## config.mk

```make
export PLATFORM = sky130hd
export DESIGN_NAME = uart_tx_framer
export DESIGN_NICKNAME = d
export VERILOG_FILES = /design/src/rtl/uart_pkg.sv /design/src/rtl/uart_bit_timer.sv /design/src/rtl/uart_tx_framer.sv
export SDC_FILE = /design/constraint.sdc
export NUM_CORES = 1
export LEC_CHECK = 0
export CAP_MARGIN = 40
export CORE_ASPECT_RATIO = 1.5
export CORE_MARGIN = 3
export CORE_UTILIZATION = 60
export DETAILED_ROUTE_END_ITERATION = 16
export GPL_TIMING_DRIVEN = 1
export PLACE_DENSITY = 0.84
export SYNTH_ARGS = -nofsm -noshare
export SYNTH_HDL_FRONTEND = slang
export SYNTH_SLANG_ARGS = --single-unit
export TNS_END_PERCENT = 1
```

## constraint.sdc

```tcl
create_clock -name clk -period 5.3 [get_ports clk]
set_input_delay 0.53 -clock clk [delete_from_list [all_inputs] [get_ports clk]]
set_output_delay 0.53 -clock clk [all_outputs]
set_load 0.02 [all_outputs]
```

## src/rtl/uart_pkg.sv

```systemverilog
// Shared UART definitions for the TX framer and the future RX checker.
//   - parity mode codes (3-bit; codes 5..7 behave as "none")
//   - frame state encoding
//   - parity helpers operating on a zero-extended data word
package uart_pkg;

    localparam int MAX_DATA_W = 9;

    localparam logic [2:0] PAR_NONE  = 3'd0;
    localparam logic [2:0] PAR_EVEN  = 3'd1;
    localparam logic [2:0] PAR_ODD   = 3'd2;
    localparam logic [2:0] PAR_MARK  = 3'd3;
    localparam logic [2:0] PAR_SPACE = 3'd4;

    typedef enum logic [2:0] {
        IDLE   = 3'd0,
        START  = 3'd1,
        DATA   = 3'd2,
        PARITY = 3'd3,
        STOP   = 3'd4
    } uart_state_t;

    // True when the mode inserts a parity bit; reserved codes act as none.
    function automatic logic has_parity(input logic [2:0] mode);
        return (mode >= PAR_EVEN) && (mode <= PAR_SPACE);
    endfunction

    // Zero-extension of narrower words does not change the XOR reduction.
    function automatic logic parity_bit(input logic [MAX_DATA_W-1:0] data,
                                        input logic [2:0]            mode);
        case (mode)
            PAR_EVEN: return ^data;
            PAR_ODD:  return ~^data;
            PAR_MARK: return 1'b1;
            default:  return 1'b0;
        endcase
    endfunction

endpackage

```

## src/rtl/uart_bit_timer.sv

```systemverilog
// Bit-period down-counter shared by the UART transmitter and receiver.
// Ports:
//   clk, rst  - clock, asynchronous active-high reset
//   en        - count while high
//   load      - restart a full bit period (takes priority over en)
//   bit_tick  - one-cycle pulse on the last cycle of each bit period
module uart_bit_timer #(
    parameter int CLKS_PER_BIT = 868
) (
    input  logic clk,
    input  logic rst,
    input  logic en,
    input  logic load,
    output logic bit_tick
);

    localparam int CW = (CLKS_PER_BIT > 2) ? $clog2(CLKS_PER_BIT) : 1;
    localparam logic [CW-1:0] RELOAD = CW'(CLKS_PER_BIT - 1);

    logic [CW-1:0] cnt_q, cnt_d;

    assign bit_tick = en && !load && (cnt_q == '0);

    always_comb begin
        cnt_d = cnt_q;
        if (load) begin
            cnt_d = RELOAD;
        end else if (en) begin
            // Reload on the terminal count so consecutive bits stay exact.
            cnt_d = (cnt_q == '0) ? RELOAD : cnt_q - 1'b1;
        end
    end

    always_ff @(posedge clk or posedge rst) begin
        if (rst) cnt_q <= '0;
        else     cnt_q <= cnt_d;
    end

endmodule

```

## src/rtl/uart_tx_framer.sv

```systemverilog
// UART transmit framer: start bit, DATA_W data bits LSB first, optional
// parity bit, then one or two stop bits.
// Ports:
//   clk, reset          - clock, asynchronous active-high reset
//   tx_data, tx_valid   - word to send and its valid (sampled on accept)
//   tx_ready            - high only in IDLE
//   parity_mode, stop2  - frame format, sampled on accept
//   txd                 - serial line, idle high, registered
//   busy                - frame in progress
//   frame_done          - pulse on the final cycle of the last stop bit
module uart_tx_framer
    import uart_pkg::*;
#(
    parameter int DATA_W       = 8,
    parameter int CLKS_PER_BIT = 868
) (
    input  logic              clk,
    input  logic              reset,
    input  logic [DATA_W-1:0] tx_data,
    input  logic              tx_valid,
    output logic              tx_ready,
    input  logic [2:0]        parity_mode,
    input  logic              stop2,
    output logic              txd,
    output logic              busy,
    output logic              frame_done
);

    localparam int BCW = $clog2(DATA_W) + 1;
    localparam logic [BCW-1:0] LAST_BIT = BCW'(DATA_W - 1);

    uart_state_t       state_q, state_d;
    logic [DATA_W-1:0] sh_q, sh_d;
    logic [BCW-1:0]    bit_cnt_q, bit_cnt_d;
    logic              stop_cnt_q, stop_cnt_d;
    logic              par_en_q, par_en_d;
    logic              par_bit_q, par_bit_d;
    logic              stop2_q, stop2_d;
    logic              txd_q, txd_d;
    logic              timer_load;
    logic              bit_tick;

    uart_bit_timer #(
        .CLKS_PER_BIT(CLKS_PER_BIT)
    ) u_timer (
        .clk     (clk),
        .rst     (reset),
        .en      (state_q != IDLE),
        .load    (timer_load),
        .bit_tick(bit_tick)
    );

    assign tx_ready = (state_q == IDLE);
    assign busy     = (state_q != IDLE);
    assign txd      = txd_q;

    // txd_d is the line value for the next cycle, so every bit change lands
    // one cycle after the tick that ends the previous bit.
    always_comb begin
        state_d    = state_q;
        sh_d       = sh_q;
        bit_cnt_d  = bit_cnt_q;
        stop_cnt_d = stop_cnt_q;
        par_en_d   = par_en_q;
        par_bit_d  = par_bit_q;
        stop2_d    = stop2_q;
        txd_d      = txd_q;
        timer_load = 1'b0;
        frame_done = 1'b0;

        case (state_q)
            IDLE: begin
                txd_d = 1'b1;
                if (tx_valid) begin
                    state_d    = START;
                    txd_d      = 1'b0;
                    sh_d       = tx_data;
                    par_en_d   = has_parity(parity_mode);
                    par_bit_d  = parity_bit(MAX_DATA_W'(tx_data), parity_mode);
                    stop2_d    = stop2;
                    bit_cnt_d  = '0;
                    stop_cnt_d = 1'b0;
                    timer_load = 1'b1;
                end
            end
            START: begin
                if (bit_tick) begin
                    state_d   = DATA;
                    txd_d     = sh_q[0];
                    sh_d      = sh_q >> 1;
                    bit_cnt_d = '0;
                end
            end
            DATA: begin
                if (bit_tick) begin
                    if (bit_cnt_q == LAST_BIT) begin
                        if (par_en_q) begin
                            state_d = PARITY;
                            txd_d   = par_bit_q;
                        end else begin
                            state_d    = STOP;
                            txd_d      = 1'b1;
                            stop_cnt_d = 1'b0;
                        end
                    end else begin
                        txd_d     = sh_q[0];
                        sh_d      = sh_q >> 1;
                        bit_cnt_d = bit_cnt_q + 1'b1;
                    end
                end
            end
            PARITY: begin
                if (bit_tick) begin
                    state_d    = STOP;
                    txd_d      = 1'b1;
                    stop_cnt_d = 1'b0;
                end
            end
            STOP: begin
                if (bit_tick) begin
                    // stop_cnt counts completed stop bits: 0 ends a 1-stop
                    // frame, 1 ends a 2-stop frame.
                    if (stop_cnt_q == stop2_q) begin
                        state_d    = IDLE;
                        frame_done = 1'b1;
                    end else begin
                        stop_cnt_d = 1'b1;
                    end
                end
            end
            default: begin
                state_d = IDLE;
                txd_d   = 1'b1;
            end
        endcase
    end

    always_ff @(posedge clk or posedge reset) begin
        if (reset) begin
            state_q    <= IDLE;
            sh_q       <= '0;
            bit_cnt_q  <= '0;
            stop_cnt_q <= 1'b0;
            par_en_q   <= 1'b0;
            par_bit_q  <= 1'b0;
            stop2_q    <= 1'b0;
            txd_q      <= 1'b1;
        end else begin
            state_q    <= state_d;
            sh_q       <= sh_d;
            bit_cnt_q  <= bit_cnt_d;
            stop_cnt_q <= stop_cnt_d;
            par_en_q   <= par_en_d;
            par_bit_q  <= par_bit_d;
            stop2_q    <= stop2_d;
            txd_q      <= txd_d;
        end
    end

endmodule
```

Yosys cells after proc, flatten, opt, wreduce, memory -nomap -nowiden
Cells that the tools add are included.
{"block": "word_totals", "reg_bits": 30, "word_cells": 93, "out_inout_bits": 4, "input_bits": 15}
{"block": "op_classes", "order_cmp": 2, "reduce_logical": 17, "addsub": 2, "muxes": 43, "n_bitwise": 1, "eq_ne": 19}
{"cell": "8-bit two-way mux", "count": 4}
{"cell": "10-bit two-way mux", "count": 3}
{"cell": "3-bit two-way mux", "count": 8}
{"cell": "8-bit case mux with 3 select lines", "count": 1}
{"cell": "2-bit inequality test, second input constant", "count": 10}
{"cell": "1-bit two-way mux", "count": 18}
{"cell": "4-bit two-way mux", "count": 4}
{"cell": "3-bit case mux with 5 select lines", "count": 1}
{"cell": "3-bit by 2-bit equality test with 1-bit output, second input constant", "count": 4}
{"cell": "4-bit case mux with 3 select lines", "count": 1}
{"cell": "10-bit logical NOT", "count": 1}
{"cell": "10-bit by 1-bit subtractor with 10-bit output, second input constant", "count": 1}
{"cell": "9-bit XNOR reduction", "count": 1}
{"cell": "9-bit parity", "count": 1}
{"cell": "8-bit AND reduction", "count": 1}
{"cell": "7-bit AND reduction", "count": 1}
{"cell": "3-bit by 1-bit equality test with 1-bit output, second input constant", "count": 2}
{"cell": "3-bit nonzero test", "count": 2}
{"cell": "1-bit case mux with 5 select lines", "count": 1}
{"cell": "5-bit AND reduction", "count": 1}
{"cell": "4-bit by 1-bit adder with 4-bit output, second input constant", "count": 1}
{"cell": "4-bit by 3-bit equality test with 1-bit output, second input constant", "count": 1}
{"cell": "1-bit case mux with 4 select lines", "count": 1}
{"cell": "4-bit AND reduction", "count": 1}
{"cell": "12 further kinds", "count": 14}

Longest topological paths before layout
{"block": "depth", "word_depth": 7, "mapped_depth": 8, "depth_no_buf": 7}

Modules after synthesis
A second synthesis with hierarchy kept.
{"block": "hier_totals", "cells_unflattened": 193, "hier_area_um2": 1793.0}
{"mod": "uart_tx_framer", "area_per_inst_um2": 1178.6, "instances": 1, "seq_area_each_um2": 501.7, "cells_each": 125}
{"mod": "uart_bit_timer", "area_per_inst_um2": 614.3, "instances": 1, "seq_area_each_um2": 250.2, "cells_each": 68}

Least setup slack after synthesis
OpenSTA, ideal clock, no wires.
{"block": "synth_timing", "kind": "reg-to-output", "startpoint": "register u_timer.cnt_q[0]", "endpoint": "output port frame_done", "required_time_ps": 4770, "n_path_buf": 0, "path_stages_with_launch": 6, "slack_ps": 3109, "t_arrival_ps": 1661, "path_cell_list": "dfrtp_1 -> inv_1 -> ha_1 -> nor3b_2 -> nand3_1 -> nor3_1"}
{"block": "synth_between", "elab_chain_cells": 4}
{"item": "start: declaration", "line_no": "uart_bit_timer.sv:20", "rtl": "logic [CW-1:0] cnt_q, cnt_d;"}
{"item": "start signal: assignment", "line_no": "uart_bit_timer.sv:36", "rtl": "else cnt_q <= cnt_d;"}
{"item": "10-bit logical NOT", "line_no": "uart_bit_timer.sv:22", "rtl": "assign bit_tick = en && !load && (cnt_q == '0);"}
{"item": "1-bit logical AND", "line_no": "uart_bit_timer.sv:22"}
{"item": "1-bit two-way mux", "line_no": "uart_tx_framer.sv:120", "rtl": "if (bit_tick) begin"}
{"item": "1-bit two-way mux", "line_no": "uart_tx_framer.sv:71", "rtl": "case (state_q)"}
{"item": "end: declaration", "line_no": "uart_tx_framer.sv:26", "rtl": "output logic frame_done"}
No other way between the ends.

Worst setup path after layout
Same ends and word-level chain as after synthesis.

==> flow_summary.ini <==
[global_routing]
grt_util_all_layers_pct = 23.4
grt_max_degree = 23
antenna_found_initial = 0
grt_pass1_wl_um = 6370
grt-ovfl-total = 0
grt_pass1_vias = 1441

[yosys]
ys.warnings.count = 0
syn_inst = 193
ys_seq_area_share_pct = 43.1
synthDistinctLibCells = 47
synthesis.nets = 210
async_reset_ff_share_pct = 100
synthFlopType = dfrtp_1
avgSynthCellArea_um2 = 9.04
synth-edff-count = 0
synth_area_um2 = 1750
ys_ff_latch = 30

[placement]
gp_congestion = 0.794
port_buffers = 18
dpl.hpwl_um = 2760
place_ws_ps = 2600
place_area_um2 = 1960

[sta]
slew_viol_final = 0
tns_ps = 0
setup_viol = 0
setup_slack_ps = 2300
finalHoldViolCount = 0
fin_crit_sh_pct = 56.6
fin_crit_ps = 3000
finalClockSkew_ps = 3.57
rsz0062_at_grt = false
hold_ws_ps = 519
worstMarginPinSlew_ps = 782
slew_headroom_pct = 47.9
fmax_mhz = 333

[pwr]
peakVddDrop_v = 0.000195
p_per_area_nw_per_um2 = 212
leakage_nw = 0.870

[worst_setup_path]
start_kind = flip-flop
critical_path_class = reg -> out
cp_data_required_time_ps = 4770
cpMaxStageDelayCell = clkdlybuf4s50_1
worstPathMaxFanout = 8
crit_chain = inv_1 -> ha_1 -> nor3b_2 -> nand3_1 -> nor3_1 -> clkdlybuf4s50_1
max_stage_delay_ps = 630
worst_setup_path_end_kind = output pin
arrival_ps = 2470

[clock_network]
ctsResizeCount = 0
h-tree-depth = 2
cts_buffer_depth = 2
clock_latency_ps = 280
postCtsHoldBufs = 0
cts_tree = built
post_cts_buffers = 0
numClockSinks = 30
numCtsBuffers = 5
path_clk_slew_ps = 60
root_buffer = clkbuf_8

[detailed_routing]
antenna_left = 0
drt_pass1_iterations = 4
vias = 1493
drc = 0
detail_route.wirelength_um = 3690
wl_per_cell_um = 14.8
drt_iter0_markers = 41
via_per_inst = 5.97

[final_layout]
fin_util_pct = 74.5
antenna_cells = 0
syn2layout_area_growth_pct = 16.7
fin_nets = 230
nFillCells = 199
drive_gt1_share_pct = 8.45
final_area_um2 = 2040

[floorplanning]
die_x_um = 50.0
io_pins = 19
rows = 23
floorplan.die_area_um2 = 3610
start_util_pct = 63.8
dieHeight_um = 72.1
core-area_um2 = 2730

[worst_hold_path]
hp-class = reg -> reg

[outcome]
status = finished clean

[run]
cap_violations = 0
## Yosys cell counts, types with 4 or more instances
cell type  instances  area share, %
inv_1              7            1.5
nand2b_1           5            1.8
nand3_1            4            1.1
buf_2              4            1.1
nand2_1           19            4.1
a21oi_1           18            5.2
nor2_1            25            5.4
nor3_1             5            1.4
a31oi_1            4            1.4
dfrtp_1           29             42
xnor2_1            7            3.5
mux2i_1            8            4.6
o21ai_0           11            3.2
## worst paths after layout
check                      cells after the start                    startpoint  slack [ps]                      endpoint
max                                            6  u_timer.cnt_q[0]$_DFFE_PP0P_        2300                    frame_done
min                                            1  u_timer.cnt_q[0]$_DFFE_PP0P_         520  u_timer.cnt_q[0]$_DFFE_PP0P_
max reg2reg                                    6  u_timer.cnt_q[0]$_DFFE_PP0P_        3090      bit_cnt_q[3]$_DFFE_PP0P_
min reg2reg                                    1  u_timer.cnt_q[0]$_DFFE_PP0P_         520  u_timer.cnt_q[0]$_DFFE_PP0P_
max in group asynchronous                      3                         reset        4230               txd$_DFFE_PP1P_
min in group asynchronous                      2                         reset         540  u_timer.cnt_q[6]$_DFFE_PP0P_
## area by class of cell
| cell class | instances | area [µm²] | share of cell area (%) |
|---|---|---|---|
| inverter | 8 | 30.0 | 1.47 |
| timing repair buffer | 19 | 208 | 10.2 |
| tap | 37 | 46.3 | 2.27 |
| multi-input combinational | 149 | 925 | 45.4 |
| clock buffer | 7 | 76.3 | 3.75 |
| sequential | 30 | 752 | 36.9 |
## sequential cells by signal (all words and copies together), names as in the netlist
| signal | count |
|---|---|
| bit_cnt_q | 4 |
| par_bit_q | 1 |
| par_en_q | 1 |
| sh_q | 8 |
| state_q | 3 |
| stop2_q | 1 |
| stop_cnt_q | 1 |
| txd | 1 |
| u_timer.cnt_q | 10 |
## critical path: cells and delay by family, from the launching register on
family	cells	cell delay, ps
adder cells (fa/ha/maj)	1	190
buffers and inverters	2	710
flip-flops	1	410
AND/OR/NAND/NOR	3	870
## layout by cell type (no fill, tap or decap), types with 3 or more instances in the layout
| master | instances |
|---|---|
| nand2_1 | 19 |
| o21ai_0 | 11 |
| nor3_1 | 5 |
| a31oi_1 | 4 |
| inv_1 | 7 |
| dfrtp_1 | 29 |
| nand3_1 | 4 |
| o31ai_1 | 3 |
| clkdlybuf4s50_1 | 18 |
| nor2_1 | 25 |
| nand2b_1 | 5 |
| clkbuf_8 | 5 |
| a21oi_1 | 18 |
| or3_1 | 3 |
| xnor2_1 | 7 |
| xor2_1 | 3 |
| o21ai_1 | 3 |
| mux2i_1 | 8 |
## report_power, final
| part | internal [mW] | total, mW | switching, mW |
|---|---|---|---|
| logic | 0.0194 | 0.0335 | 0.0141 |
| clock network | 0.0901 | 0.169 | 0.0792 |
| registers | 0.229 | 0.229 | 0 |
## through the flow
stage,std cells,power [mW]
3_3_place_gp,242,0.264
5_1_grt,250,0.450
4_1_cts,250,0.440
3_5_place_dp,243,0.267
2_1_floorplan,193,0.249
6_report,250,0.432
## metal layers
| layer | routed length, µm | vias up | global-route usage (%) | share of wire (%) |
|---|---|---|---|---|
| met4 | 77 | 0 | 11.1 | 2.1 |
| met1 | 1490 | 712 | 26.5 | 40 |
| li1 | - | 730 | - | - |
| met3 | 170 | 10 | 6.57 | 4.6 |
| met5 | 0 | - | 0 | 0 |
| met2 | 1960 | 41 | 40.0 | 53 |
## cells by family after synthesis
| family | share of synthesized area (%) |
|---|---|
| AO/OA/AOI/OAI | 18.8 |
| XOR/XNOR | 5.02 |
| adder cells (fa/ha/maj) | 1.43 |
| buffers and inverters | 3.94 |
| flip-flops | 43.1 |
| multiplexers | 5.23 |
| AND/OR/NAND/NOR | 22.5 |
(Power assumes the default switching activity.)
